## config.mk

```make
export PLATFORM = sky130hd
export DESIGN_NAME = stopwatch_core
export DESIGN_NICKNAME = d
export VERILOG_FILES = /design/src/rtl/stopwatch_pkg.sv /design/src/rtl/stopwatch_core_bcd_digit.sv /design/src/rtl/stopwatch_core.sv
export SDC_FILE = /design/constraint.sdc
export NUM_CORES = 1
export LEC_CHECK = 0
export ABC_AREA = 1
export BUFFER_PORTS_ARGS = -buffer_cell sky130_fd_sc_hd__buf_2
export CELL_PAD_IN_SITES_DETAIL_PLACEMENT = 0
export CELL_PAD_IN_SITES_GLOBAL_PLACEMENT = 1
export CORE_MARGIN = 3
export CORE_UTILIZATION = 42
export CTS_CLUSTER_DIAMETER = 60
export DETAILED_ROUTE_END_ITERATION = 10
export PLACE_DENSITY = 0.82
export SLEW_MARGIN = 15
export SYNTH_ARGS = -nofsm -noshare
export SYNTH_HDL_FRONTEND = slang
export SYNTH_SLANG_ARGS = --single-unit
```

## constraint.sdc

```tcl
create_clock -name clk -period 2.41 [get_ports clk]
set_clock_uncertainty 0.05 [all_clocks]
set_input_delay 0.482 -clock clk [delete_from_list [all_inputs] [get_ports clk]]
set_output_delay 0.482 -clock clk [all_outputs]
set_load 0.03 [all_outputs]
```

## src/rtl/stopwatch_pkg.sv

```systemverilog
// ------------------------------------------------------------------
// stopwatch_pkg : shared digit radices, widths and radix lookup
// Revision: 1.0
// ------------------------------------------------------------------
`default_nettype none

package stopwatch_pkg;

  localparam int RADIX_EVEN = 10;
  localparam int RADIX_ODD  = 6;
  localparam int BCD_W      = 4;

  typedef logic [BCD_W-1:0] bcd_t;

  // Even positions are units (0-9), odd positions are tens (0-5).
  function automatic int radix_of(input int index);
    return ((index % 2) != 0) ? RADIX_ODD : RADIX_EVEN;
  endfunction

endpackage

`default_nettype wire

```

## src/rtl/stopwatch_core_bcd_digit.sv

```systemverilog
// ------------------------------------------------------------------
// bcd_digit : one mod-RADIX counter digit with load, inc/dec, carry/borrow
// Revision: 1.0
// ------------------------------------------------------------------
`default_nettype none

module bcd_digit
  import stopwatch_pkg::*;
#(
  parameter int RADIX = 10
) (
  input  logic clk,
  input  logic rst,
  input  logic i_clr,
  input  logic i_load,
  input  bcd_t i_load_val,
  input  logic i_inc,
  input  logic i_dec,
  output bcd_t o_val,
  output logic o_carry,
  output logic o_borrow
);

  localparam bcd_t c_MAX = bcd_t'(RADIX - 1);

  bcd_t r_val;
  bcd_t w_load_val;

  // Out-of-range writes saturate to the largest legal digit value.
  assign w_load_val = (i_load_val > c_MAX) ? c_MAX : i_load_val;
  assign o_carry    = i_inc & (r_val == c_MAX);
  assign o_borrow   = i_dec & (r_val == '0);
  assign o_val      = r_val;

  always_ff @(posedge clk) begin
    if (rst || i_clr) begin
      r_val <= '0;
    end else if (i_load) begin
      r_val <= w_load_val;
    end else if (i_inc) begin
      r_val <= o_carry ? '0 : r_val + 1'b1;
    end else if (i_dec) begin
      r_val <= o_borrow ? c_MAX : r_val - 1'b1;
    end
  end

endmodule

`default_nettype wire

```

## src/rtl/stopwatch_core.sv

```systemverilog
// ------------------------------------------------------------------
// stopwatch_core : BCD up/down stopwatch with prescaler, lap hold and digit adjust
// Revision: 1.0
// ------------------------------------------------------------------
`default_nettype none

module stopwatch_core
  import stopwatch_pkg::*;
#(
  parameter int NUM_DIGITS = 4,
  parameter int TICK_DIV   = 100_000_000,
  localparam int SEL_W     = (NUM_DIGITS > 1) ? $clog2(NUM_DIGITS) : 1
) (
  input  logic                        clk,
  input  logic                        rst,
  input  logic                        i_start_stop,
  input  logic                        i_clear,
  input  logic                        i_lap,
  input  logic                        i_down,
  input  logic                        i_adj,
  input  logic [SEL_W-1:0]            i_adj_sel,
  input  logic                        i_adj_we,
  input  logic [BCD_W-1:0]            i_adj_val,
  output logic [BCD_W*NUM_DIGITS-1:0] o_count,
  output logic [BCD_W*NUM_DIGITS-1:0] o_digits,
  output logic                        o_running,
  output logic                        o_lap_active,
  output logic                        o_tick,
  output logic                        o_expired
);

  localparam int                 c_CNT_W    = BCD_W * NUM_DIGITS;
  localparam int                 c_PRE_W    = (TICK_DIV > 1) ? $clog2(TICK_DIV) : 1;
  localparam logic [c_PRE_W-1:0] c_PRE_LAST = c_PRE_W'(TICK_DIV - 1);
  localparam logic [c_CNT_W-1:0] c_ONE      = c_CNT_W'(1);

  logic [c_PRE_W-1:0] r_pre;
  logic               r_run;
  logic               r_lap_act;
  logic [c_CNT_W-1:0] r_lap;
  logic               r_tick;
  logic               r_expired;

  logic [c_CNT_W-1:0] w_count;
  logic [NUM_DIGITS:0] w_cy;
  logic [NUM_DIGITS:0] w_bw;
  logic               w_running;
  logic               w_wr;
  logic               w_pre_term;
  logic               w_step;
  logic               w_hit_zero;
  logic               w_ss_ok;
  logic               w_unused;

  assign w_running  = r_run & ~i_adj;
  assign w_wr       = i_adj & i_adj_we;
  assign w_pre_term = w_running && (r_pre == c_PRE_LAST);
  assign w_step     = w_pre_term & ~i_clear & ~w_wr;
  // A single BCD decrement lands on all-zero only from the value 1.
  assign w_hit_zero = w_step & i_down & (w_count == c_ONE);
  assign w_ss_ok    = i_start_stop & ~i_adj & ~(i_down & (w_count == '0));

  assign w_cy[0]  = w_step & ~i_down;
  assign w_bw[0]  = w_step & i_down;
  assign w_unused = w_cy[NUM_DIGITS] | w_bw[NUM_DIGITS];

  for (genvar k = 0; k < NUM_DIGITS; k++) begin : g_digit
    bcd_digit #(
      .RADIX (radix_of(k))
    ) u_digit (
      .clk        (clk),
      .rst        (rst),
      .i_clr      (i_clear),
      .i_load     (w_wr && (i_adj_sel == SEL_W'(k))),
      .i_load_val (i_adj_val),
      .i_inc      (w_cy[k]),
      .i_dec      (w_bw[k]),
      .o_val      (w_count[k*BCD_W +: BCD_W]),
      .o_carry    (w_cy[k+1]),
      .o_borrow   (w_bw[k+1])
    );
  end

  always_ff @(posedge clk) begin
    if (rst) begin
      r_pre     <= '0;
      r_run     <= 1'b0;
      r_lap_act <= 1'b0;
      r_lap     <= '0;
      r_tick    <= 1'b0;
      r_expired <= 1'b0;
    end else begin
      r_tick    <= w_step;
      r_expired <= w_hit_zero;
      if (i_clear) begin
        r_pre     <= '0;
        r_run     <= 1'b0;
        r_lap_act <= 1'b0;
      end else begin
        if (w_running) begin
          r_pre <= w_pre_term ? '0 : r_pre + 1'b1;
        end
        if (w_hit_zero) begin
          r_run <= 1'b0;
        end else if (w_ss_ok) begin
          r_run <= ~r_run;
        end
        if (i_lap) begin
          r_lap_act <= ~r_lap_act;
          if (!r_lap_act) begin
            r_lap <= w_count;
          end
        end
      end
    end
  end

  assign o_count      = w_count;
  assign o_digits     = r_lap_act ? r_lap : w_count;
  assign o_running    = w_running;
  assign o_lap_active = r_lap_act;
  assign o_tick       = r_tick;
  assign o_expired    = r_expired;

endmodule

`default_nettype wire

```

# == Yosys cells after proc, flatten, opt, wreduce, memory -nomap -nowiden ==
# Cells that the tools add are included.
# W data, S select, Z words.
# totals
register_bits,63
word_cells,98
# op_classes
addsub,9
n_lt_le_gt_ge,2
eq_ne,9
mux,24
bitwise,25
n_reduce_logical,19
# op_table
op,count
$mux W4,22
$add A27 B1 Y27 const B,1
$eq A27 B27 Y1 const B,1
$mux W27,1
$and A1 B1 Y1,18
$add A4 B1 Y4 const B,4
$eq A16 B1 Y1 const B,1
$logic_not A16 Y1,1
$logic_not A4 Y1,4
$mux W16,1
$sub A4 B1 Y4 const B,4
$reduce_bool A3 Y1,4
$eq A4 B3 Y1 const B,2
$eq A4 B4 Y1 const B,2
$not A1 Y1,7
$logic_and A1 B1 Y1,5
$eq A2 B2 Y1 const B,2
$gt A4 B3 Y1 const B,1
$gt A4 B4 Y1 const B,1
$reduce_or A3 Y1,1
$eq A2 B1 Y1 const B,1
$logic_not A2 Y1,1
$reduce_and A2 Y1,1
$reduce_or A2 Y1,1
$logic_or A1 B1 Y1,1

# == Longest topological paths before layout ==
# logic_depth
depth_word,14
mapped_depth,15
depth_no_buf,15

# == Modules after synthesis ==
# A second synthesis with hierarchy kept.
# unflattened
cells_unflattened,720
area_unflattened_um2,4516.8
# by_module_without_submodules
module,n_inst,cells_each,area_each_um2,seq_area_each_um2
stopwatch_core,1,422,2735.1,940.9
bcd_digit at g_digit[0].u_digit ...,2,75,455.4,80.1
bcd_digit at g_digit[1].u_digit ...,2,74,435.4,80.1

# == Least setup slack after synthesis ==
# OpenSTA, ideal clock, no wires.
# synth_path
path_type,reg-to-output
start,register g_digit[3].u_digit.r_val[0]
end,output port o_digits[12]
arrival_time_ns,1.519
required_time_ns,1.878
path_slack_ns,0.359
stages_incl_launch_ff,3
path_cell_list,dfxtp_1 > inv_1 > o21ai_0
# synth_via
elab_chain_cells,1
# synth_lines
item,line,source
"start, declared",stopwatch_core_bcd_digit.sv:26,bcd_t r_val;
"start signal, assigned",stopwatch_core_bcd_digit.sv:39,r_val <= w_load_val;
"start signal, assigned",stopwatch_core_bcd_digit.sv:41,r_val <= o_carry ? '0 : r_val + 1'b1;
"start signal, assigned",stopwatch_core_bcd_digit.sv:43,r_val <= o_borrow ? c_MAX : r_val - 1'b1;
$mux W16,-,
"end, declared",stopwatch_core.sv:25,"output logic [BCD_W*NUM_DIGITS-1:0] o_digits,"
# No other way between the ends.

# == Final worst setup path ==
# layout_path
start,"register r_lap_act, in the netlist o_lap_active"
end,output port o_digits[9]
# layout_via
elab_chain_cells,1
# layout_lines
item,line,source
"start, declared",stopwatch_core.sv:39,logic r_lap_act;
"start signal, assigned",stopwatch_core.sv:109,r_lap_act <= ~r_lap_act;
$mux W16,-,
# No other way between the ends.

==> summary.txt <==
Drt
  – Vias post-DR: roughly 4,400
  – Drt total wl: about 12 mm
  – Post-route ant nets: 0
  – DR WL/cell: roughly 14 um
  – Via density: between 5 and 6
  – Drt first pass iters: 5
  – # DRC: 0
  – Initial DRC count: 260

Synth
  – Main flop type after synthesis: dfxtp_1
  – Count of cell types in the netlist: between 40 and 50
  – Share of the synthesized area in the top cell type: 0.2945
  – YS warnings: 0
  – Post-Syn Area: approximately 0.0043 mm^2
  – Number of synthesized flops with an enable pin: 0
  – Most frequent cell after synthesis: nand2_1
  – Register bit count reported by yosys: between 60 and 70
  – Top cells by area in the synthesized netlist: dfxtp_1 29%, nand2_1 11%, nor2_1 7.2%, inv_1 6.4%, a21oi_1 6.3%
  – Cells after Synth: 645
  – Synth cell count leaders: 121 x nand2_1, 82 x nor2_1, 73 x inv_1
  – Cell taking the most area after synthesis: dfxtp_1
  – Net Count, Synth: 676
  – Async S/R FF share, synth: 0
  – Avg Synthesized Cell Area: about 6.6 um^2
  – Sequential share of the synthesized area: 0.2945

Clocking
  – Cts bufs inserted: 9
  – H-tree depth: 3
  – Clk_lat worst skew: 0.35 ns
  – Max clock buf depth: 2
  – Clock sinks: 63
  – Clock root buffer: clkbuf_8
  – Reg clk slew, reported paths: 0.08 ns
  – Post-CTS setup buffer count: 0
  – CTS tree: done

Run
  – Max Cap Violations: 0

Finish
  – Number of fill cells: roughly 1,000
  – Reg area: 0.001261 mm^2
  – Number of diodes: 0
  – Layout cells sized above 1: 0.1821
  – Multi-input logic area: between 0.002 and 0.003 mm^2
  – Layout area overhead: 16.80%
  – Post-route core utilization: 0.5071
  – Nets: between 700 and 800

STA
  – Slew of the pin with the lowest slew margin: between 0.5 and 0.6 ns
  – Setup TNS: 0 ns
  – Final worst-path cycle share: 0.9157
  – Min Tclk post-route: between 2 and 2.5 ns
  – Endpoints failing setup: 0
  – Fmax: 453.1 MHz
  – Max-Slew Margin vs Limit: 0.6111
  – Final hold violation count: 0
  – Slew Viols, Final: 0
  – RSZ-0062 raised after global routing: false

Critical path
  – Crit end category: primary output
  – Worst Setup SP: o_lap_active$_SDFFE_PP0P_
  – Worst Path Required: roughly 1.9 ns
  – CP arrival: around 1.7 ns
  – Crit path kind: reg -> out
  – Worst Reg2Reg Path Length in Cells: 11
  – CP max FO: 18
  – Reg2reg start: g_digit[0].u_digit.o_val[1]$_SDFFE_PP0P_
  – Crit path launch type: flip-flop

Placed design
  – Number of I/O port buffers: 49
  – Final Wtd Congestion: between 0.8 and 0.9
  – Final HPWL DP: between 9 and 10 mm

Global route
  – Overflow after GRT: 0
  – Pin count of the biggest net entering global routing: 19
  – Vias in the first global route: ~4,000
  – Overall Global Routing Usage: 0.2166
  – Initial antenna violation count: 0
  – First-pass GRT wire length: between 15 and 20 mm

Floorplanning
  – Horiz. Die Dim: 107.0 um
  – Core Region: a little under 0.01 mm^2
  – Die area: 0.01144 mm^2
  – # IOs: 50
  – Initial core utilization: 0.4342
  – FP Rows: 36
  – Die height: between 100 and 150 um

Power
  – Worst VDD drop: ~0.00036 V
  – P_leak: 2.206 nW
  – Power per cell area: a little under 500 mW/mm^2

Worst hold path
  – Worst Hold Class: in -> reg
  – Worst hold stages: 3
  – Beginning of the worst hold path: i_start_stop

Outcome
  – Status: finished, final reports clean
[path summary, 6_finish.rpt]
| check | slack (ns) | to |
|---|---|---|
| setup / recovery | 0.20 | o_digits[9] |
| hold / removal | 0.37 | r_run$_SDFFE_PP0P_ |
| setup reg to reg | 0.33 | g_digit[2].u_digit.o_val[3]$_SDFFE_PP0P_ |
| hold reg to reg | 0.44 | r_pre[22]$_SDFFE_PP0P_ |
[registers in the layout (all words and copies together) (netlist names)]
signal	count
o_tick	1
r_lap	16
r_pre	27
o_lap_active	1
g_digit.u_digit.o_val	16
o_expired	1
r_run	1
[what timing repair did]
action | CTS | global route
setup endpoints to repair | 0 | 1
gates resized for setup | 0 | 1
hold buffers | 0 | 0
[cell usage in the layout, fill, tap and decap left out, types with 3 or more instances in the layout]
master,n
a211oi_1,4
a21oi_1,54
a31oi_1,3
buf_2,49
buf_4,16
clkbuf_8,11
dfxtp_1,63
ha_1,17
inv_1,73
inv_2,9
nand2_1,121
nand2_2,11
nand3_1,44
nand3_2,4
nand3b_1,3
nand4_1,12
nand4_4,3
nor2_1,81
nor2_2,7
nor2_4,4
nor2_8,3
nor3_1,32
nor4_1,3
o21a_1,3
o21ai_0,34
o21ai_1,10
xnor2_1,4
xor2_1,11
[through the flow]
stage / cell area (um^2) / total power [mW] / hold WS, ns / setup WS, ns / std cells
2_1_floorplan: 4283 / 1.263 / 0.3932 / 0.3595 / 645
3_3_place_gp: 4768 / 1.339 / 0.4082 / 0.1630 / 831
3_5_place_dp: 4768 / 1.342 / 0.4162 / 0.1304 / 831
4_1_cts: 5000 / 2.435 / 0.3611 / 0.1774 / 847
5_1_grt: 5002 / 2.494 / 0.3991 / 0.04153 / 847
6_report: 5002 / 2.413 / 0.3692 / 0.2031 / 847
[cell families (layout without fill, tap and decap cells)]
family | Yosys count | count (layout) | synth area share
AOI/OAI and AO/OA | 117 | 117 | 0.1472
adders and majority gates | 17 | 17 | 0.04966
xor gates and xnor gates | 15 | 15 | 0.03067
DFF | 63 | 63 | 0.2945
buffers and inverters | 96 | 165 | 0.08443
and+or+nand+nor | 337 | 337 | 0.3935
[power by group]
| group | switching (mW) | leakage, nW | internal (mW) |
|---|---|---|---|
| combinational | 0.164 | 1.58 | 0.0784 |
| clock | 0.455 | 0.112 | 0.637 |
| sequential | 0.0174 | 0.511 | 1.06 |
| total | 0.636 | 2.21 | 1.78 |
[worst max-delay path: stages, from the launching register on]
cell and delay, ns:
dfxtp_1 0.67, buf_4 0.26, nand2_1 0.06, o21ai_0 0.10
buf_2 0.25
[area by class of cell]
class                           instances  share of cell area
Clock buffer                           11             0.03027
Clock inverter                          5             0.01601
Inverter                               84             0.06303
Multi-Input combinational cell        486              0.5323
Sequential cell                        63              0.2521
Tap cell                              133             0.03327
Timing Repair Buffer                   65             0.07304
[per-layer routing]
metal,vias up,wire length (um),GRT usage
li1,2270,-,-
met1,2007,6370,0.3385
met2,125,4922,0.3044
met3,12,662,0.02950
met4,0,138,0.06484
met5,-,0,0
(Power assumes the default switching activity.)
